`src/rtl/param_univ_shift_reg.sv`:
```
// Universal shift register (hold / shift left / shift right / load) with a per-word shift
// counter and a one-cycle completion pulse. Parallel load is built only with UNIV_SHIFT_PLOAD_EN.
module param_univ_shift_reg #(
    parameter int               WIDTH   = 8,
    parameter logic [WIDTH-1:0] RST_VAL = '0
) (
    input  logic                     clk,
    input  logic                     rst_n,
    input  logic                     en,
    input  logic [1:0]               mode,
    input  logic                     data_in,
    input  logic [WIDTH-1:0]         pdata_in,
    output logic [WIDTH-1:0]         data_out,
    output logic                     serial_out,
    output logic [$clog2(WIDTH)-1:0] bit_cnt,
    output logic                     word_valid
);

    localparam int               CNT_W    = $clog2(WIDTH);
    localparam logic [CNT_W-1:0] CNT_LAST = CNT_W'(WIDTH - 1);

    localparam logic [1:0] MODE_HOLD = 2'b00;
    localparam logic [1:0] MODE_SHL  = 2'b01;
    localparam logic [1:0] MODE_SHR  = 2'b10;
    localparam logic [1:0] MODE_LOAD = 2'b11;

    logic [WIDTH-1:0] data_reg;
    logic [WIDTH-1:0] data_next;
    logic [CNT_W-1:0] cnt_reg;
    logic [CNT_W-1:0] cnt_next;
    logic             valid_reg;
    logic             valid_next;
    logic [WIDTH-1:0] shl_vec;
    logic [WIDTH-1:0] shr_vec;

    // Per-bit neighbour selection; the serial input enters at the LSB (left) or MSB (right).
    for (genvar gi = 0; gi < WIDTH; gi++) begin : g_shift
        if (gi == 0) begin : g_lsb
            assign shl_vec[gi] = data_in;
        end else begin : g_shl
            assign shl_vec[gi] = data_reg[gi-1];
        end
        if (gi == WIDTH - 1) begin : g_msb
            assign shr_vec[gi] = data_in;
        end else begin : g_shr
            assign shr_vec[gi] = data_reg[gi+1];
        end
    end

`ifndef UNIV_SHIFT_PLOAD_EN
    logic [WIDTH-1:0] pdata_unused;
    assign pdata_unused = pdata_in;
`endif

    always_comb begin
        data_next  = data_reg;
        cnt_next   = cnt_reg;
        valid_next = 1'b0;
        if (en) begin
            case (mode)
                MODE_SHL, MODE_SHR: begin
                    data_next = (mode == MODE_SHL) ? shl_vec : shr_vec;
                    // Direction changes keep counting; the wrap marks a completed word.
                    if (cnt_reg == CNT_LAST) begin
                        cnt_next   = '0;
                        valid_next = 1'b1;
                    end else begin
                        cnt_next = cnt_reg + 1'b1;
                    end
                end
                MODE_LOAD: begin
`ifdef UNIV_SHIFT_PLOAD_EN
                    data_next = pdata_in;
                    cnt_next  = '0;
`endif
                end
                MODE_HOLD: ;
                default: ;
            endcase
        end
    end

    always_ff @(posedge clk) begin
        if (!rst_n) begin
            data_reg  <= RST_VAL;
            cnt_reg   <= '0;
            valid_reg <= 1'b0;
        end else begin
            data_reg  <= data_next;
            cnt_reg   <= cnt_next;
            valid_reg <= valid_next;
        end
    end

    assign data_out   = data_reg;
    assign bit_cnt    = cnt_reg;
    assign word_valid = valid_reg;
    assign serial_out = (mode == MODE_SHL) ? data_reg[WIDTH-1] : data_reg[0];

endmodule

```
`config.mk`:
```
export PLATFORM = sky130hd
export DESIGN_NAME = param_univ_shift_reg
export DESIGN_NICKNAME = d
export VERILOG_FILES = /design/src/rtl/param_univ_shift_reg.sv
export SDC_FILE = /design/constraint.sdc
export NUM_CORES = 1
export LEC_CHECK = 0
export CAP_MARGIN = 20
export CORE_MARGIN = 2
export CORE_UTILIZATION = 38
export DETAILED_ROUTE_END_ITERATION = 8
export GPL_ROUTABILITY_DRIVEN = 0
export HOLD_SLACK_MARGIN = 0.03
export PLACE_DENSITY_LB_ADDON = 0.1
export SYNTH_ARGS = -nofsm -noshare
export SYNTH_HDL_FRONTEND = slang
export SYNTH_SLANG_ARGS = --single-unit
```
`constraint.sdc`:
```
create_clock -name clk -period 2.15 [get_ports clk]
set_input_delay 0.645 -clock clk [delete_from_list [all_inputs] [get_ports clk]]
set_output_delay 0.645 -clock clk [all_outputs]
set_load 0.1 [all_outputs]
```
# Word level (Yosys, flattened, before mapping)
# Index checks and enable logic that the tools add are counted.
# totals
register_bits,12
inputBits,14
word_cells,14
# op_classes
reduce_logical,3
n_addsub,1
n_eq_ne,3
muxes,4
# ops
operator,count
8-bit two-way mux,1
"3-bit by 1-bit adder with 3-bit output, second input constant",1
"3-bit == test, second input constant",1
3-bit two-way mux,1
3-bit AND reduction,1
"2-bit by 1-bit == test with 1-bit output, second input constant",1
"2-bit == test, second input constant",1
1-bit two-way mux,2
2-bit AND reduction,1
2-bit OR reduction,1

# Longest topological paths before layout
# Gate-level depths: netlist (run 1).
# logic_depth
word_depth,3
depth_mapped,6

# Worst setup path after synthesis (run 1)
# Ideal clock, no wire load.
# synth_timing
kind,flip-flop to output port
from,register data_reg[7] (netlist: data_out[7])
to,output port serial_out
path_slack_ns,-0.112
path_buffers,0
t_arrival_ns,1.617
required_time_ns,1.505
path_stages_with_launch,2
path_cell_list,dfxtp_1 > mux2_2
# synth_via
elab_chain_cells,1
# synth_rtl
element,line,source
start: declaration,27,logic [WIDTH-1:0] data_reg;
start signal: assignment,89,data_reg <= data_next;
1-bit two-way mux,98,assign serial_out = (mode == MODE_SHL) ? data_reg[WIDTH-1] : data_reg[0];
end: declaration,14,"output logic serial_out,"
# Every way passes these cells.

# Worst setup path after layout (run 1)
# layout_timing
from,input port mode[1]
to,output port serial_out
# layout_via
elab_chain_cells,2
# layout_rtl
element,line,source
start: declaration,10,"input logic [1:0] mode,"
2-bit by 1-bit == test with 1-bit output,98,
1-bit two-way mux,98,
# Every way passes these cells.

==> results.ini, run 1 <==
[outcome]
outcome = finished clean

[setup_path]
cp_cell_sequence = buf_2 -> inv_2 -> ha_4 -> mux2_4 -> buf_12
r2r-start = bit_cnt[0]$_SDFFE_PN0P_
crit_type = in2out
rr_worst_depth = 4
timing.reg2reg.setup_slack_ns = 1.00
path_delay_family = buffers and inverters
crit_fanout = 2
cp-end-kind = output pin
cpMaxStageDelayCell = mux2_4
rr_endpoint = bit_cnt[2]$_SDFFE_PN0P_
critPathBufInv = 3
required_ns = 1.50
slowest_delay_ns = 0.31
cp-start-kind = input pin
arrival_ns = 1.43

[die]
dieArea_um2 = 1810
die_y_um = 42.6
rows = 13
ios = 27
die_width_um = 42.6
start_util_pct = 41.9
coreArea_um2 = 1350

[global_routing]
grt_pass1_vias = 421
grt_pass1_wl_mm = 1.88
grt_overflow = 0
grt_max_degree = 21
grt_usage_pct = 14.1
antenna_found_initial = 0

[place]
dp_cells = 88
portBuffers = 18
pre_cts_slack_ns = -0.344
dpl.hpwl_um = 843

[yosys]
avgSynthCellArea_um2 = 10.3
synthMostInstantiatedCell = dfxtp_1
syn-num-nets = 73
yosys-top-cells-area = dfxtp_1 (42%), mux2i_1 (19%), ha_1 (8.8%)
synth_seq_cells = 12
synth_top_area_share_pct = 42.5
synth-async-reset-ratio_pct = 0
synthCells = 55
synthFlopType = dfxtp_1
ys_seq_area_share_pct = 42.5
yosys-top-cells-count = dfxtp_1 (12), mux2i_1 (11), a21oi_1 (8), o21ai_0 (8), ha_1 (4)
ys_types = 15
yosysWarnings = 0
syn-cell-area_um2 = 566
synth_edf_count = 0
synth_top_area_cell = dfxtp_1

[pwr]
powerDensity_nw_per_um2 = 754
power_switching_mw = 0.264
leakagePower_nw = 0.399
p_int_mw = 0.439
vdd_drop_max_mv = 0.358
netSwitchingFraction_pct = 37.6
clock_power_share_pct = 26.1
combinationalPowerShare_pct = 37.0
pwr-share-seq_pct = 36.9

[timing]
fin_setup_tns_ns = 0
fin_crit_sh_pct = 96.6
setup_viol = 0
slew_headroom_pct = 78.6
period_needed_ns = 2.08
whs_ns = 0.572
slew_viol_final = 0
rsz0062_at_grt = no
final_hold_viol_count = 0
tightestPinTransition_ns = 0.320
fmax_ghz = 0.482
worst_clock_skew_ns = 0.00233
setup_ws_ns = 0.0735

[finish]
synthToLayoutAreaGrowth_pct = 64.8
diodes = 0
final_core_util_pct = 69.0
num-fill-cells = 110
instances_no_fill = 94
drive_gt1_share_pct = 39.2
register_area_um2 = 243
multi_input_area_um2 = 310
num-nets-final = 98

[route]
wl_mm = 1.14
postRouteAntennaNets = 0
drt_iter0_drc = 8
first_pass_iters = 4
vias = 476
drc = 0
wl_per_cell_um = 12.1
via_per_inst = 5.06

[clocking]
clockRootBuffer = clkbuf_4
cts_tree = built
htree_levels = 1
cts_made_buffers = 3
cts.sinks = 12
cts_buffer_depth = 2
path_clk_slew_ns = 0.08
clkLatencyLatePin_ns = 0.28

[worst_hold_path]
holdPathEnd = data_out[7]$_SDFFE_PN0P_
hold_start = data_out[7]$_SDFFE_PN0P_
hp-class = reg2reg
hold_depth = 2

[job]
maxCapViolations = 0

[registers in the layout, summed over array words and instances (netlist names)]
| register | cells |
|---|---|
| word_valid | 1 |
| bit_cnt | 3 |
| data_out | 8 |
[tightest hold or removal path, stage by stage, from the launching register on]
cell	delay, ns
dfxtp_2	0.34
o21ai_0	0.15
a21oi_1	0.05
[final cells by class]
class	instances	share of cell area, %
repair buffers	24	34.4
clock buffers	4	3.89
inverters	1	0.403
well taps	15	2.01
multi-input cells	38	33.3
flip-flops and latches	12	26.0
[worst max-delay path by stage]
stage,end,cells after the start,slack (ns),from
3_3_place_gp,serial_out,5,-0.33,mode[1]
6_report,serial_out,5,0.07,mode[1]
3_5_place_dp,serial_out,4,-0.34,mode[0]
4_1_cts,serial_out,4,0.003,mode[0]
5_1_grt,serial_out,5,0.04,mode[1]
2_1_floorplan,serial_out,3,0.1,mode[1]
[power groups by stage]
stage                     sequential (mW)  combinational, mW  clock (mW)
after floorplan                     0.364             0.0667           0
after global placement              0.265              0.257           0
after detailed placement            0.265              0.259           0
after CTS                           0.260              0.262       0.186
after global routing                0.262              0.270       0.195
final                               0.259              0.260       0.184
[placed cells by master, fill, tap and decap left out, drive strengths merged]
cell,instances
o21ai,8
clkbuf,4
mux2i,11
and3,1
mux2,1
ha,4
a21oi,8
buf,21
nor2b,4
inv,1
nor2,1
dfxtp,12
clkdlybuf4s50,3
[what timing repair did]
item	in CTS	in global routing
gates resized for setup	8	2
endpoints found under the setup margin	1	1
buffers inserted	2	0
gates cloned	0	0
pin swaps	1	0
hold buffers	0	0
[logic make-up (layout without fill, tap and decap cells)]
family | Yosys count | count (layout) | share of synthesized area, %
and+or+nand+nor | 6 | 6 | 7.52
muxes | 12 | 12 | 21.5
DFF | 12 | 12 | 42.5
adders and majority gates | 4 | 4 | 8.85
buffers and inverters | 5 | 29 | 5.53
AOI/OAI and AO/OA | 16 | 16 | 14.2
[routing by layer]
metal,track usage [%],share of wire (%),vias up
met5,0,0,-
met1,17.9,44,213
met4,11.3,2.4,0
met3,3.02,6.6,4
li1,-,-,240
met2,20.3,46,19
[per-stage QoR]
step	instance area, um2	power [mW]
after detailed placement	878	0.524
after CTS	938	0.708
after global routing	932	0.727
final	932	0.703
after floorplan	572	0.431
after global placement	878	0.521
No activity file was read; power rests on OpenSTA's default activity.
==> run 2: changes to the inputs <==
--- a/config.mk
+++ b/config.mk
@@ -6,8 +6,11 @@
 export NUM_CORES = 1
 export LEC_CHECK = 0
 export CAP_MARGIN = 20
+export CELL_PAD_IN_SITES_DETAIL_PLACEMENT = 0
+export CELL_PAD_IN_SITES_GLOBAL_PLACEMENT = 1
+export CORE_ASPECT_RATIO = 0.75
 export CORE_MARGIN = 2
-export CORE_UTILIZATION = 38
+export CORE_UTILIZATION = 28
 export DETAILED_ROUTE_END_ITERATION = 8
 export GPL_ROUTABILITY_DRIVEN = 0
 export HOLD_SLACK_MARGIN = 0.03
==> results.ini, run 2 (synthesis results as in run 1) <==
[die]
dieArea_um2 = 2400
start_util_pct = 28.8
ios = 27
die_y_um = 42.9
coreArea_um2 = 1960
rows = 14
die_width_um = 55.9

[clocking]
path_clk_slew_ns = 0.07
clockRootBuffer = clkbuf_4
cts_tree = built
cts_made_buffers = 3
cts_buffer_depth = 2
htree_levels = 1
cts.sinks = 12
holdBufCountCts = 0
clkLatencyLatePin_ns = 0.27

[global_routing]
grt_overflow = 0
grt_max_degree = 14
antenna_found_initial = 0
global_route.usage.met1_pct = 15.2
met3_usage_pct = 6.71
grt_pass1_wl_mm = 2.11
grt_usage_pct = 12.1
grt_pass1_vias = 442
met2_usage_pct = 16.7
busiest_layer = met2

[job]
maxCapViolations = 0

[route]
postRouteAntennaNets = 0
vias = 456
first_pass_iters = 2
wl_mm = 1.19
via_per_inst = 4.47
drc = 0
wl_per_cell_um = 11.7
drt_iter0_drc = 3

[finish]
largest_reg_flops = 8
diodes = 0
fin_area_um2 = 942
num-fill-cells = 190
synthToLayoutAreaGrowth_pct = 66.6
multi_input_area_um2 = 310
final_cell_mix = buf_12 (12), mux2i_1 (11), dfxtp_1 (10)
register_area_um2 = 243
drive_gt1_share_pct = 38.5
layout_commonest_cell = buf_12
num-nets-final = 98

[setup_path]
crit_fanout = 2
cp-start-kind = input pin
arrival_ns = 1.43
crit_type = in2out
required_ns = 1.50
cp-end-kind = output pin

[pwr]
leakagePower_nw = 0.395
combinationalPowerShare_pct = 40.1
pwr-share-seq_pct = 39.6
vdd_drop_max_mv = 0.450
powerDensity_nw_per_um2 = 701
power_switching_mw = 0.255
p_int_mw = 0.405
clock_power_share_pct = 20.3
netSwitchingFraction_pct = 38.7

[timing]
fin_setup_tns_ns = 0
slew_headroom_pct = 74.9
final_hold_viol_count = 0
worst_clock_skew_ns = 0.00218
tightestPinTransition_ns = 0.376
period_needed_ns = 2.08
setup_viol = 0
rsz0062_at_grt = no
fin_crit_sh_pct = 96.5
slew_viol_final = 0
setup_ws_ns = 0.0742
fmax_ghz = 0.482

[outcome]
outcome = finished clean

[worst_hold_path]
hp-class = reg2reg

[place]
dpl_cell_area_um2 = 910
dpl.hpwl_um = 906
pre_cts_slack_ns = -0.339
portBuffers = 18

run 2: cell count changes in the layout (fill, tap and decap cells not counted), sizes merged:
cell | before | now
clkbuf | 4 | 3
run 2: stage by stage:
| step | utilization, % | instances | total power [mW] | hold WS, ns |
|---|---|---|---|---|
| 3_5_place_dp | 46.4 | 98 | 0.532 | 0.566 |
| 3_3_place_gp | 46.4 | 98 | 0.530 | 0.552 |
| 6_report | 48.0 | 102 | 0.660 | 0.573 |
| 4_1_cts | 48.3 | 102 | 0.671 | 0.579 |
| 2_1_floorplan | - | 55 | 0.431 | 0.773 |
| 5_1_grt | 48.0 | 102 | 0.694 | 0.611 |
run 2: timing repair:
item	4_1_cts	5_1_grt
gates resized for setup	9	1
setup endpoints to repair	1	1
pin swaps	1	0
setup buffers	1	0
gates cloned	0	0
run 2: worst paths after layout:
check                                         startpoint                       end  slack (ns)  cells past startpoint
worst max register to register   bit_cnt[0]$_SDFFE_PN0P_   bit_cnt[2]$_SDFFE_PN0P_        1.02                      4
worst min-delay path            data_out[0]$_SDFFE_PN0P_  data_out[0]$_SDFFE_PN0P_        0.57                      2
worst min register to register  data_out[0]$_SDFFE_PN0P_  data_out[0]$_SDFFE_PN0P_        0.57                      2
worst max-delay path                             mode[1]                serial_out        0.07                      5
run 2: layout make-up:
type                       instances  area share [%]
inverter                           1           0.398
multi-input combinational         38            32.9
sequential                        12            25.8
tap                               24            3.19
clock buffer                       3            2.39
timing repair buffer              24            35.3
run 2: power by group through the flow:
stage	logic (mW)	registers [mW]	clock network (mW)
6_report	0.265	0.261	0.134
5_1_grt	0.277	0.264	0.153
4_1_cts	0.267	0.262	0.142
3_5_place_dp	0.265	0.267	0
3_3_place_gp	0.263	0.266	0
2_1_floorplan	0.0667	0.364	0
run 2: metal layers:
metal	up-vias	wire [um]
met5	-	0
met4	0	19
met3	2	79
met2	11	501
met1	200	591
li1	243	-
run 2: worst max-delay path: stages:
cell    delay, ns
buf_2        0.10
inv_2        0.07
ha_4         0.14
mux2_4       0.31
buf_12       0.17
